===== src/rtl/tespar_pkg.sv =====
// Shared widths, constants and default alphabet tables for the TESPAR codebook
// encoder. The defaults are used by software (and the bench) to load the
// run-time tables; the hardware itself resets both tables to zero.
package tespar_pkg;

    // Default widths / geometry
    localparam int DEF_D_W        = 6;
    localparam int DEF_S_W        = 5;
    localparam int DEF_CODE_W     = 5;
    localparam int DEF_BAND_W     = 3;
    localparam int DEF_S_COLS     = 6;
    localparam int DEF_D_MAX      = 37;
    localparam int DEF_HIST_CNT_W = 16;

    localparam int DEF_COL_W      = $clog2(DEF_S_COLS);
    localparam int DEF_CODE_DEPTH = (1 << DEF_BAND_W) * DEF_S_COLS;
    localparam int DEF_CFG_ADDR_W = (DEF_D_W > DEF_BAND_W + DEF_COL_W) ? DEF_D_W
                                                                       : DEF_BAND_W + DEF_COL_W;
    localparam int DEF_CFG_DATA_W = (DEF_BAND_W > DEF_CODE_W) ? DEF_BAND_W : DEF_CODE_W;

    // Code 0 is reserved for "no symbol"
    localparam logic [DEF_CODE_W-1:0] CODE_NONE = '0;

    // Config table select
    localparam logic CFG_SEL_BAND = 1'b0;
    localparam logic CFG_SEL_CODE = 1'b1;

    // Standard 28-symbol alphabet: duration band for a legal duration d (1..D_MAX)
    function automatic logic [DEF_BAND_W-1:0] default_band(input int d);
        logic [DEF_BAND_W-1:0] b;
        if      (d <= 1)  b = 3'd0;
        else if (d == 2)  b = 3'd1;
        else if (d == 3)  b = 3'd2;
        else if (d <= 5)  b = 3'd3;
        else if (d <= 8)  b = 3'd4;
        else if (d <= 12) b = 3'd5;
        else if (d <= 20) b = 3'd6;
        else              b = 3'd7;
        return b;
    endfunction

    // Standard 28-symbol alphabet: code for (band, clamped shape column).
    // Each band owns a contiguous run of codes; columns past the run reuse its last code.
    function automatic logic [DEF_CODE_W-1:0] default_code(input int band, input int col);
        int base;
        int size;
        int c;
        case (band)
            0:       begin base = 1;  size = 1; end
            1:       begin base = 2;  size = 2; end
            2:       begin base = 4;  size = 3; end
            3:       begin base = 7;  size = 4; end
            4:       begin base = 11; size = 4; end
            5:       begin base = 15; size = 5; end
            6:       begin base = 20; size = 5; end
            default: begin base = 25; size = 4; end
        endcase
        c = (col >= size) ? size - 1 : col;
        return DEF_CODE_W'(base + c);
    endfunction

endpackage


===== src/rtl/tespar_codebook_encoder_hist.sv =====
// Histogram counter bank: one saturating counter per code value, a synchronous
// clear that wins over a same-cycle increment, and a registered read port.
// Only instantiated when TESPAR_HIST_EN is defined.
module tespar_code_hist #(
    parameter int CODE_W = 5,
    parameter int CNT_W  = 16
)(
    input  logic              clk,
    input  logic              rst_n,
    input  logic              i_inc,
    input  logic [CODE_W-1:0] i_code,
    input  logic              i_clr,
    input  logic [CODE_W-1:0] i_addr,
    output logic [CNT_W-1:0]  o_data
);

    localparam int N_CNT = 1 << CODE_W;

    logic [CNT_W-1:0] r_cnt [0:N_CNT-1];
    logic [CNT_W-1:0] r_data;

    // Counter bank: clear has priority, increments saturate at all-ones
    always_ff @(posedge clk or negedge rst_n) begin
        if (!rst_n) begin
            for (int i = 0; i < N_CNT; i++) r_cnt[i] <= '0;
        end else if (i_clr) begin
            for (int i = 0; i < N_CNT; i++) r_cnt[i] <= '0;
        end else if (i_inc && (r_cnt[i_code] != '1)) begin
            r_cnt[i_code] <= r_cnt[i_code] + 1'b1;
        end
    end

    // Registered read port, one cycle of latency
    always_ff @(posedge clk or negedge rst_n) begin
        if (!rst_n) r_data <= '0;
        else        r_data <= r_cnt[i_addr];
    end

    assign o_data = r_data;

endmodule


===== src/rtl/tespar_codebook_encoder.sv =====
// TESPAR codebook encoder: maps (duration D, shape S) epoch descriptors to
// alphabet codes via a loadable band table (D -> band) and a loadable code
// table ((band, clamped S) -> code). Two register stages, 1 symbol/clock.
//
// Handshake: a transfer happens on a port when valid && ready at a rising
// edge. in_ready = !out_valid || out_ready; while out_valid && !out_ready the
// whole pipeline holds and out_* stay stable.
//
// Optional histogram: define TESPAR_HIST_EN to add hist_clr/hist_addr/hist_data.
module tespar_codebook_encoder
    import tespar_pkg::*;
#(
    parameter int D_W        = DEF_D_W,
    parameter int S_W        = DEF_S_W,
    parameter int CODE_W     = DEF_CODE_W,
    parameter int BAND_W     = DEF_BAND_W,
    parameter int S_COLS     = DEF_S_COLS,
`ifdef TESPAR_HIST_EN
    parameter int HIST_CNT_W = DEF_HIST_CNT_W,
`endif
    parameter int D_MAX      = DEF_D_MAX,
    localparam int COL_W      = $clog2(S_COLS),
    localparam int CFG_ADDR_W = (D_W > BAND_W + COL_W) ? D_W : BAND_W + COL_W,
    localparam int CFG_DATA_W = (BAND_W > CODE_W) ? BAND_W : CODE_W
)(
    input  logic                  clk,
    input  logic                  rst_n,
    input  logic                  in_valid,
    output logic                  in_ready,
    input  logic [D_W-1:0]        in_d,
    input  logic [S_W-1:0]        in_s,
    output logic                  out_valid,
    input  logic                  out_ready,
    output logic [CODE_W-1:0]     out_code,
    output logic                  out_err,
`ifdef TESPAR_HIST_EN
    input  logic                  hist_clr,
    input  logic [CODE_W-1:0]     hist_addr,
    output logic [HIST_CNT_W-1:0] hist_data,
`endif
    input  logic                  cfg_we,
    input  logic                  cfg_sel,
    input  logic [CFG_ADDR_W-1:0] cfg_addr,
    input  logic [CFG_DATA_W-1:0] cfg_data
);

    localparam int CODE_DEPTH = (1 << BAND_W) * S_COLS;
    localparam int IDX_W      = $clog2(CODE_DEPTH);

    localparam logic [D_W-1:0]        D_LAST        = D_W'(D_MAX);
    localparam logic [S_W-1:0]        S_LAST        = S_W'(S_COLS - 1);
    localparam logic [COL_W-1:0]      COL_LAST      = COL_W'(S_COLS - 1);
    localparam logic [CFG_ADDR_W-1:0] BAND_ADDR_MAX = CFG_ADDR_W'(D_MAX);
    localparam logic [CFG_ADDR_W-1:0] CODE_ADDR_END = CFG_ADDR_W'(CODE_DEPTH);

    // Tables
    logic [BAND_W-1:0] r_band_tbl [0:D_MAX];
    logic [CODE_W-1:0] r_code_tbl [0:CODE_DEPTH-1];

    // Stage 1
    logic              r_v1;
    logic              r_err1;
    logic [BAND_W-1:0] r_band1;
    logic [COL_W-1:0]  r_col1;

    // Stage 2 (output)
    logic              r_out_valid;
    logic [CODE_W-1:0] r_out_code;
    logic              r_out_err;

    // Combinational
    logic              w_en;
    logic              w_err0;
    logic [BAND_W-1:0] w_band0;
    logic [COL_W-1:0]  w_col0;
    logic [IDX_W-1:0]  w_code_idx;
    logic [CODE_W-1:0] w_code1;

    assign w_en     = !r_out_valid || out_ready;
    assign in_ready = w_en;

    // Table writes land at the edge regardless of stall; out-of-range addresses are dropped
    always_ff @(posedge clk or negedge rst_n) begin
        if (!rst_n) begin
            for (int i = 0; i <= D_MAX; i++)     r_band_tbl[i] <= '0;
            for (int i = 0; i < CODE_DEPTH; i++) r_code_tbl[i] <= '0;
        end else if (cfg_we) begin
            if (cfg_sel == CFG_SEL_BAND) begin
                if (cfg_addr <= BAND_ADDR_MAX) r_band_tbl[cfg_addr] <= cfg_data[BAND_W-1:0];
            end else begin
                if (cfg_addr < CODE_ADDR_END)  r_code_tbl[cfg_addr] <= cfg_data[CODE_W-1:0];
            end
        end
    end

    // Stage-1 decode: range check, band lookup (only for legal D), saturating shape clamp
    always_comb begin
        w_err0  = (in_d == '0) || (in_d > D_LAST);
        w_band0 = '0;
        if (!w_err0) w_band0 = r_band_tbl[in_d];
        w_col0  = (in_s >= S_LAST) ? COL_LAST : in_s[COL_W-1:0];
    end

    // Stage-1 register: bubbles shift in as v1=0, payload only loads with a real descriptor
    always_ff @(posedge clk or negedge rst_n) begin
        if (!rst_n) begin
            r_v1    <= 1'b0;
            r_err1  <= 1'b0;
            r_band1 <= '0;
            r_col1  <= '0;
        end else if (w_en) begin
            r_v1 <= in_valid;
            if (in_valid) begin
                r_err1  <= w_err0;
                r_band1 <= w_band0;
                r_col1  <= w_col0;
            end
        end
    end

    // Stage-2 code lookup: linear index band*S_COLS+col, forced to "no symbol" on range error
    always_comb begin
        w_code_idx = IDX_W'(r_band1) * IDX_W'(S_COLS) + IDX_W'(r_col1);
        w_code1    = r_err1 ? CODE_W'(CODE_NONE) : r_code_tbl[w_code_idx];
    end

    // Stage-2 / output register
    always_ff @(posedge clk or negedge rst_n) begin
        if (!rst_n) begin
            r_out_valid <= 1'b0;
            r_out_code  <= '0;
            r_out_err   <= 1'b0;
        end else if (w_en) begin
            r_out_valid <= r_v1;
            r_out_code  <= w_code1;
            r_out_err   <= r_err1;
        end
    end

    assign out_valid = r_out_valid;
    assign out_code  = r_out_code;
    assign out_err   = r_out_err;

`ifdef TESPAR_HIST_EN
    logic w_hist_inc;
    assign w_hist_inc = r_out_valid && out_ready && !r_out_err;

    tespar_code_hist #(
        .CODE_W (CODE_W),
        .CNT_W  (HIST_CNT_W)
    ) u_hist (
        .clk    (clk),
        .rst_n  (rst_n),
        .i_inc  (w_hist_inc),
        .i_code (r_out_code),
        .i_clr  (hist_clr),
        .i_addr (hist_addr),
        .o_data (hist_data)
    );
`endif

endmodule


===== config.mk =====
export PLATFORM = sky130hd
export DESIGN_NAME = tespar_codebook_encoder
export DESIGN_NICKNAME = d
export VERILOG_FILES = /design/src/rtl/tespar_pkg.sv /design/src/rtl/tespar_codebook_encoder_hist.sv /design/src/rtl/tespar_codebook_encoder.sv
export SDC_FILE = /design/constraint.sdc
export NUM_CORES = 1
export LEC_CHECK = 0
export ABC_AREA = 1
export ABC_CLOCK_PERIOD_IN_PS = 2300
export BUFFER_PORTS_ARGS = -buffer_cell sky130_fd_sc_hd__buf_2
export CORE_MARGIN = 5
export CORE_UTILIZATION = 25
export DETAILED_ROUTE_END_ITERATION = 7
export GPL_TIMING_DRIVEN = 0
export PLACE_DENSITY = 0.51
export SETUP_SLACK_MARGIN = 0.2
export SYNTH_ARGS = -nofsm -noshare
export SYNTH_HDL_FRONTEND = slang
export SYNTH_SLANG_ARGS = --single-unit
export TNS_END_PERCENT = 50

===== constraint.sdc =====
create_clock -name clk -period 2.3 [get_ports clk]
set_clock_uncertainty 0.2 [all_clocks]
set_input_delay 0.23 -clock clk [delete_from_list [all_inputs] [get_ports clk]]
set_output_delay 0.23 -clock clk [all_outputs]
set_load 0.02 [all_outputs]

==> flow_summary.yaml, run 1 <==
die:
  dieArea_sq_mm: 0.07709
  initial_core_util: 0.2514
  die_width_um: 277.6
  fp.dieH_um: 277.6
  row_count: 98
  core_area_sq_mm: 0.07124
  ios: 36
logic_synthesis:
  synthFlopType: "dfrtp_1"
  synth_edf_count: 0
  ys_seq_elements: 369
  ys_seq_area_frac: 0.5156
  synth_area_leader_cell: "dfrtp_1"
  yosysMostFrequentCell: "nand2_1"
  synth_cell_types: 24
  synth.cell_area_sq_mm: 0.01791
  synth-async-reset-ratio: 1.000
  syn_inst: 2357
  syn_avg_cell_area_sq_um: 7.598
  synth_top_area_frac: 0.5156
  yosys_warnings: 0
  syn_nets: 2392
  synth_area_leaders: "dfrtp_1 52%, nand2_1 20%, nand3_1 8.9%"
  netlist_top_cells_count: "970 x nand2_1, 369 x dfrtp_1, 318 x nand3_1, 252 x o21ai_0, 117 x nand4_1"
placement:
  routabilityCongestion: 0.8942
  dpl_cell_area_sq_mm: 0.01943
  dp_hpwl_um: 45260
  placed_cells: 3341
  port_buffers: 30
power_and_ir_drop:
  peakVddDrop_v: 0.0004667
  pwr-share-clk: 0.397
  p_leak_nw: 9.924
  swShare: 0.3086
  switchingPower_mw: 5.301
  p_per_area_mw_per_mm2: 792.2
  internal-power_mw: 11.87
  pwr-share-comb: 0.185
  pwr-share-seq: 0.419
global_routing:
  grt_use_total: 0.1661
  grt_overflow: 0
  grt_max_degree: 109
  grt_pass1_wl_um: 100600
  antenna_found_initial: 1
  grt_pass1_vias: 16160
final_layout:
  area_delta_synth_final_pct: 21.04
  multi_input_area_sq_mm: 0.008259
  antennaDiodeCount: 0
  fillers: 7752
  finalInstanceArea_sq_mm: 0.02168
  regArea_sq_mm: 0.009235
  drive_above_1_share: 0.1063
  finalNetCount: 2497
  utilization: 0.3043
  instances_no_fill: 3442
worst_setup_path:
  path_class: "register to register"
  cp_cell_sequence: "ha_4, fa_2, inv_6, clkbuf_16, nand3_1, nand3_1, nand3_1, nand3_1, nand2_2, nand2_1"
  crit_path_end_kind: "register"
  cpPeakStageDelay_ps: 670
  r2r_cells: 10
  worstPathArrival_ps: 2820
  start_kind: "register"
  critPathRequiredTime_ps: 2570
  path_max_fanout: 6
  crit_top_cell: "nand3_1"
  slowest_stage: "fa_2"
outcome:
  failed_checks: "negative hold slack, negative setup slack"
  status: "complete, but fails checks"
route:
  wl_per_cell_um: 19.14
  ant_nets: 0
  routed-via-count: 16820
  dr.pass1.iters: 6
  routed_wl_um: 65880
  viasPerCell: 4.886
  drtIter0Drc: 1629
  drc: 0
clocking:
  cts_sinks: 369
  ctsRootBufferMaster: "clkbuf_16"
  ctsHoldBuffers: 12
  htreeDepth: 2
  cts_tree: "done"
  insertion_delay_ps: 590
  cts.clk_slew.worst_paths_ps: 60
  numCtsBuffers: 42
  clock_path_buffers: 3
sta:
  finalHoldViolCount: 49
  fin_crit_ps: 2553
  rsz0062_at_grt: "true"
  fin_crit_sh: 1.110
  maxSlewViolCount: 0
  setup_violations: 5
  slew_headroom: 0.3578
  fmax_mhz: 391.7
  tightest_slew_ps: 958.1
  setup_tns_ps: -1188
  fin_ws_ps: -252.7
  timing.hold.ws_ps: -55.42
flow_run:
  maxCapViolCount: 0
min_path:
  min_path_type: "input port to asynchronous set/reset pin"
## state kept, by name, summed over array words and instances (netlist names)
signal	count
r_v1	1
r_col1	3
r_band1	3
r_err1	1
r_band_tbl	114
out_code	5
out_valid	1
r_code_tbl	240
out_err	1
## cells by family (layout without fill, tap and decap cells)
family | Yosys count | count (layout) | synth area share
adder cells (fa/ha/maj) | 7 | 7 | 0.005729
AND/OR/NAND/NOR | 1478 | 1478 | 0.3504
XOR/XNOR | 5 | 5 | 0.002446
flip-flops | 369 | 369 | 0.5156
buffers and inverters | 224 | 359 | 0.04821
AO/OA/AOI/OAI | 274 | 274 | 0.07762
## power by group through the flow
stage                     clock network (mW)  logic, mW  registers (mW)
after global routing                    7.22       3.42            7.24
after detailed placement                   0       2.71            7.29
after floorplan                            0       1.54            7.26
after CTS                               6.96       3.14            7.18
after global placement                     0       2.67            7.30
final                                   6.82       3.17            7.19
## cell type report
cell class	instances	area share
Clock inverter	11	0.004040
Timing Repair Buffer	61	0.02696
Multi-Input combinational cell	1764	0.3810
Tap cell	950	0.05483
Clock buffer	63	0.05911
Inverter	90	0.01610
Buffer	134	0.03192
Sequential cell	369	0.4260
## worst max-delay path: cells and delay by family (launching register included)
family,cells,cell delay (ps)
fa+ha+maj,2,940
buf+inv,2,290
flops,1,430
simple gates,6,580
## per-layer routing
| metal | vias to the layer above | wire [um] | track usage |
|---|---|---|---|
| met5 | - | 0 | 0 |
| met4 | 0 | 2178 | 0.04983 |
| met3 | 138 | 3868 | 0.02407 |
| met2 | 549 | 29550 | 0.2620 |
| met1 | 8118 | 30290 | 0.2376 |
| li1 | 8014 | - | - |
## path summary, 6_finish.rpt
path                             endpoint         from  slack (ps)
setup / recovery              out_code[2]   r_band1[0]        -250
hold / removal             r_code_tbl[91]        rst_n         -60
setup reg to reg              out_code[2]   r_band1[0]        -250
hold reg to reg                 out_valid         r_v1         250
max in group asynchronous  r_band_tbl[34]        rst_n         500
min in group clk           r_code_tbl[54]  cfg_data[4]          90
## through the flow
| step | setup WS [ps] | power [mW] |
|---|---|---|
| final | -252.7 | 17.17 |
| after global routing | -299.2 | 17.88 |
| after CTS | -214.7 | 17.29 |
| after detailed placement | -821.8 | 10.00 |
| after global placement | -7104 | 9.963 |
| after floorplan | 19.76 | 8.795 |
## cells in the final DEF, fill, tap and decap left out, types with 4 or more instances in the layout
master and count:
inv_2 7, a21oi_1 13, clkbuf_2 25, clkbuf_8 18, a21oi_2 4, nand3_1 278
nand3_2 39, clkinv_2 9, o21ai_0 252, inv_1 77, nand2_2 6, nand2_1 964
buf_4 8, nor2_1 53, dfrtp_1 368, buf_12 6, buf_16 4, nor2_4 10
nand4_1 117, buf_2 51, dlygate4sd3_1 12, clkbuf_1 78, clkbuf_4 5, clkbuf_16 46
## timing repair
| item | CTS | global route |
|---|---|---|
| pin swaps | 21 | 3 |
| setup buffers | 9 | 2 |
| resized for setup | 133 | 19 |
| endpoints found under the setup margin | 212 | 265 |
| cloned | 4 | 0 |
| hold endpoints to repair | 144 | 49 |
Power figures use the tool's default switching activity.
==> inputs of run 2 (changes only) <==
ABC_CLOCK_PERIOD_IN_PS = 3050   (was 2300)
PLACE_DENSITY = 0.5   (was 0.51)
SYNTH_HIERARCHICAL = 1   (was default)
clock period = 3.05 ns   (was 2.3 ns; I/O delays follow)
==> flow_summary.yaml, run 2 <==
sta:
  fmax_mhz: 359.3
  slew_headroom: 0.1349
  tightest_slew_ps: 1293
  rsz0062_at_grt: "true"
  setup_tns_ps: 0
  fin_crit_ps: 2783
  fin_crit_sh: 0.9124
  finalHoldViolCount: 1
  maxSlewViolCount: 0
  timing.hold.ws_ps: -13.00
  setup_violations: 0
logic_synthesis:
  syn_avg_cell_area_sq_um: 7.598
  synth_area_leader_cell: "dfrtp_1"
  synth_area_leaders: "dfrtp_1 52%, nand2_1 20%, nand3_1 8.9%"
  synth_xor_area_frac: 0.002445
  ys_seq_elements: 369
  synthMuxAreaShare: 0
  synthFlopType: "dfrtp_1"
  synth_simple_gate_area_frac: 0.3504
  syn_nets: 2392
  yosys.area_share.adder: 0.005729
  synth-async-reset-ratio: 1.000
  synth.cell_area_sq_mm: 0.01791
  synth_cell_types: 24
  synth_top_area_frac: 0.5156
  netlist_top_cells_count: "970 x nand2_1, 369 x dfrtp_1, 318 x nand3_1, 252 x o21ai_0, 117 x nand4_1"
  synth_compound_area_frac: 0.07762
  yosysMostFrequentCell: "nand2_1"
  yosys_warnings: 6
  synth_top_family_by_area: "simple AND/OR/NAND/NOR gates"
  syn_inst: 2357
  synth_edf_count: 0
  ys_seq_area_frac: 0.5156
placement:
  dp_hpwl_um: 45060
  dpl_cell_area_sq_mm: 0.01937
  port_buffers: 30
  routabilityCongestion: 0.8872
  placed_cells: 3341
power_and_ir_drop:
  pwr-share-seq: 0.427
  switchingPower_mw: 3.974
  peakVddDrop_v: 0.0003793
  power.total_mw: 12.70
  internal-power_mw: 8.723
  p_per_area_mw_per_mm2: 606.4
  p_leak_nw: 9.606
  pwr-share-clk: 0.405
  pwr-share-comb: 0.168
  swShare: 0.3130
die:
  row_count: 98
  core_area_sq_mm: 0.07124
  initial_core_util: 0.2514
  die_width_um: 277.6
  ios: 36
  dieArea_sq_mm: 0.07709
  fp.dieH_um: 277.6
route:
  ant_nets: 0
  dr.pass1.iters: 5
  drtIter0Drc: 1722
  wl_per_cell_um: 19.33
  routed_wl_um: 66200
  routed-via-count: 16670
  drc: 0
  viasPerCell: 4.868
final_layout:
  largest_reg_flops: 240
  final_cell_mix: "968 x nand2_1, 369 x dfrtp_1, 318 x nand3_1"
  instances_no_fill: 3425
  finalInstanceArea_sq_mm: 0.02094
  regMostFlops: "r_code_tbl"
  final_common_cell: "nand2_1"
  area_delta_synth_final_pct: 16.91
  antennaDiodeCount: 0
  finalNetCount: 2479
  drive_above_1_share: 0.06909
outcome:
  failed_checks: "negative hold slack"
  status: "complete, but fails checks"
clocking:
  clock_path_buffers: 3
  cts_tree: "done"
  ctsRootBufferMaster: "clkbuf_16"
  cts_sinks: 369
  numCtsBuffers: 44
  cts.clk_slew.worst_paths_ps: 60
  insertion_delay_ps: 580
  htreeDepth: 2
global_routing:
  grt_max_degree: 88
  grt_use_total: 0.1675
  grt_pass1_wl_um: 100500
  antenna_found_initial: 0
  grt_overflow: 0
  grt_pass1_vias: 16000
min_path:
  hold_end: "r_v1"
  hold-path-cell-count: 3
  hp-start: "in_valid"
  min_path_type: "input port to register"
worst_setup_path:
  cp_top_family: "adder cells"
  r2r-end: "out_code[4]"
  cpPeakStageDelay_ps: 620
  reg2reg_from: "r_band1[1]"
  crit_top_cell: "nand3_1"
  r2r_cells: 9
  crit_path_end_kind: "register"
  slowest_stage: "fa_2"
  start_kind: "register"
  cp_cell_sequence: "ha_1, fa_2, clkbuf_4, nand3_1, nand3_1, nand3_1, a21oi_1, nand2_1, nand2_1"
  path_class: "register to register"
  worstPathArrival_ps: 3090
  path_max_fanout: 10
  critPathRequiredTime_ps: 3360
  regToRegSetupSlack_ps: 270
  worst-path-buf-inv: 1
flow_run:
  maxCapViolCount: 0
[run 2: cell counts after synthesis]
No cell type changed its count.
[run 2: worst register-to-register path, delay by kind of cell, from the launching register on]
kind / cells / cell delay [ps]
and+or+nand+nor: 5 / 640
adders and majority gates: 2 / 950
buffers and inverters: 1 / 280
AOI/OAI and AO/OA: 1 / 240
DFF: 1 / 410
[run 2: how the worst max path moves through the flow]
stage               cells past startpoint              to  slack (ps)       start
finish                                  9     out_code[4]         270  r_band1[1]
global route                           10     out_code[2]         100  r_band1[1]
CTS                                    11     out_code[3]         180   r_col1[0]
detailed placement                     10     out_code[1]        -530  r_band1[1]
global placement                        1  r_band_tbl[57]       -6460       rst_n
floorplan                              10     out_code[1]         510  r_band1[0]
[run 2: repair_timing]
action / in CTS / in global routing
pin swaps: 1 / 1
hold buffers: 6 / 0
cloned: 0 / 0
hold endpoints to repair: 129 / 0
endpoints found under the setup margin: 5 / 44
resized for setup: 21 / 45
buffers inserted: 1 / 0
[run 2: final cells by class]
type                            instances  area (sq um)
Clock buffer                           64          1289
Buffer                                134         574.3
Fill cell                            7781         50300
Timing Repair Buffer                   41         337.8
Tap cell                              950          1189
Inverter                               90         337.8
Multi-Input combinational cell       1764          7889
Clock inverter                         13         87.58
Sequential cell                       369          9234
[run 2: power by group through the flow]
stage                     Sequential, mW  Clock, mW  Combinational (mW)
after global placement              5.50          0                2.02
after CTS                           5.41       5.26                2.09
after floorplan                     5.47          0                1.13
after global routing                5.46       5.46                2.32
after detailed placement            5.50          0                2.05
final                               5.42       5.15                2.13
[run 2: stage by stage]
stage	utilization	setup WS [ps]
after detailed placement	0.2719	-531.4
final	0.2939	267.1
after floorplan	-	513.5
after global routing	0.2939	103.1
after CTS	0.2929	182.4
after global placement	0.2702	-6460
[run 2: kinds of logic after synthesis]
| group | Yosys count |
|---|---|
| fa+ha+maj | 7 |
| xor+xnor | 5 |
| buf+inv | 224 |
| simple gates | 1478 |
| compound gates | 274 |
| flops | 369 |
[run 2: routing by layer]
layer  vias up  share of wire  track usage
met3       108          0.082      0.03661
li1       7974              -            -
met5         -              0            0
met1      7986           0.45       0.2345
met2       605           0.44       0.2620
met4         0          0.028      0.04856
==> inputs of run 3 (changes only) <==
ABC_CLOCK_PERIOD_IN_PS = 2500   (was 3050)
PLACE_DENSITY = 0.51   (was 0.5)
clock period = 2.5 ns   (was 3.05 ns; I/O delays follow)
==> flow_summary.yaml, run 3 (synthesis gave the netlist of run 2 again) <==
worst_setup_path:
  start_kind: "register"
  worstPathArrival_ps: 2850
  r2r_cells: 11
  path_class: "register to register"
  critPathRequiredTime_ps: 2820
  path_max_fanout: 5
  crit_path_end_kind: "register"
die:
  initial_core_util: 0.2514
  fp.dieH_um: 277.6
  die_width_um: 277.6
  dieArea_sq_mm: 0.07709
  row_count: 98
  core_area_sq_mm: 0.07124
  ios: 36
sta:
  timing.hold.ws_ps: -557.2
  maxSlewViolCount: 0
  rsz0062_at_grt: "true"
  tightest_slew_ps: 1267
  fin_crit_ps: 2538
  slew_headroom: 0.1505
  fin_ws_ps: -37.61
  finalHoldViolCount: 120
  fin_crit_sh: 1.015
  setup_tns_ps: -156.3
  setup_violations: 5
  fmax_mhz: 394.1
clocking:
  cts_sinks: 369
  clock_path_buffers: 3
  htreeDepth: 2
  ctsHoldBuffers: 8
  cts_tree: "done"
  numCtsBuffers: 45
  ctsRootBufferMaster: "clkbuf_16"
  insertion_delay_ps: 580
  cts.clk_slew.worst_paths_ps: 60
power_and_ir_drop:
  p_per_area_mw_per_mm2: 745.0
  p_leak_nw: 9.904
  peakVddDrop_v: 0.0004709
global_routing:
  grt_use_total: 0.1659
  grt_max_degree: 103
  grt_pass1_vias: 16450
  grt_overflow: 0
  grt_pass1_wl_um: 100800
  antenna_found_initial: 1
placement:
  post-place-ws_ps: -752.4
  port_buffers: 30
  dp_hpwl_um: 44180
  routabilityCongestion: 0.8723
route:
  drtIter0Drc: 1597
  dr.pass1.iters: 7
  ant_nets: 0
  drc: 0
  routed-via-count: 16760
  viasPerCell: 4.871
  wl_per_cell_um: 19.02
  routed_wl_um: 65430
final_layout:
  final_cell_mix: "964 x nand2_1, 368 x dfrtp_1, 283 x nand3_1"
  regMostFlops: "r_code_tbl"
  finalNetCount: 2491
  drive_above_1_share: 0.1028
  largest_reg_flops: 240
  area_delta_synth_final_pct: 20.55
  final_common_cell: "nand2_1"
  antennaDiodeCount: 0
min_path:
  min_path_type: "input port to asynchronous set/reset pin"
flow_run:
  maxCapViolCount: 0
outcome:
  status: "complete, but fails checks"
  failed_checks: "negative hold slack, negative setup slack"
==> run 3: cell count changes in the layout (fill, tap and decap cells not counted), moves of 7 or more <==
cell,previous run,this run
clkbuf_1,94,83
clkbuf_8,7,16
nand3_1,318,283
nor2_1,63,56
nand3_4,0,8
nand3_2,1,28
==> run 3: report_power, final <==
group | switching (mW) | leakage, nW | total (mW) | internal [mW]
combinational | 2.03 | 4.13 | 2.95 | 0.913
sequential | 0.231 | 5.05 | 6.61 | 6.38
clock | 2.69 | 0.729 | 6.53 | 3.84
total | 4.96 | 9.90 | 16.1 | 11.1
==> run 3: critical path: stages (launching register included) <==
cell,delay (ps)
dfrtp_2,440
ha_4,170
inv_2,50
fa_2,500
xnor2_4,320
inv_4,90
buf_6,150
nand3_2,70
nand3_2,60
a21oi_2,220
nand2_2,130
nand2_1,70
==> run 3: through the flow <==
step	cell area (sq um)	total power, mW	hold slack [ps]	cells	utilization
finish	21590	16.08	-557.2	3440	0.3030
global route	21590	16.80	-513.8	3440	0.3030
CTS	21530	16.19	-543.6	3440	0.3023
detailed placement	19350	9.181	82.06	3340	0.2717
global placement	19260	9.162	227.9	3337	0.2704
floorplan	17920	8.070	-245.6	2357	-
==> run 3: worst paths after layout <==
| path | start | end | slack [ps] |
|---|---|---|---|
| min in group clk | in_d[4] | r_band1[1] | 50 |
| worst min-delay path | rst_n | r_code_tbl[126] | -560 |
| worst max register to register | r_band1[1] | out_code[4] | -40 |
| worst max-delay path | r_band1[1] | out_code[4] | -40 |
| max in group asynchronous | rst_n | r_band_tbl[0] | 760 |
| worst min register to register | r_v1 | out_valid | 250 |
==> run 3: final cells by class <==
type / instances / area, sq um
Buffer: 134 / 676.9
Clock buffer: 67 / 1350
Clock inverter: 14 / 116.4
Fill cell: 7687 / 49650
Inverter: 90 / 344.1
Multi-Input combinational cell: 1764 / 8213
Sequential cell: 369 / 9235
Tap cell: 950 / 1189
Timing Repair Buffer: 52 / 464.2
==> run 3: timing repair <==
item	in CTS	in global routing
gates resized for setup	138	11
buffers inserted	8	0
pin swaps	27	5
hold endpoints to repair	90	77
endpoints found under the setup margin	77	79
cloned	3	0
==> run 3: layer usage <==
metal  wire length (um)  track usage  vias up
met5                 13            0        -
li1                   -            -     8013
met3               4604      0.02996      130
met2              29080       0.2576      583
met1              29460       0.2344     8029
met4               2267      0.05630        2
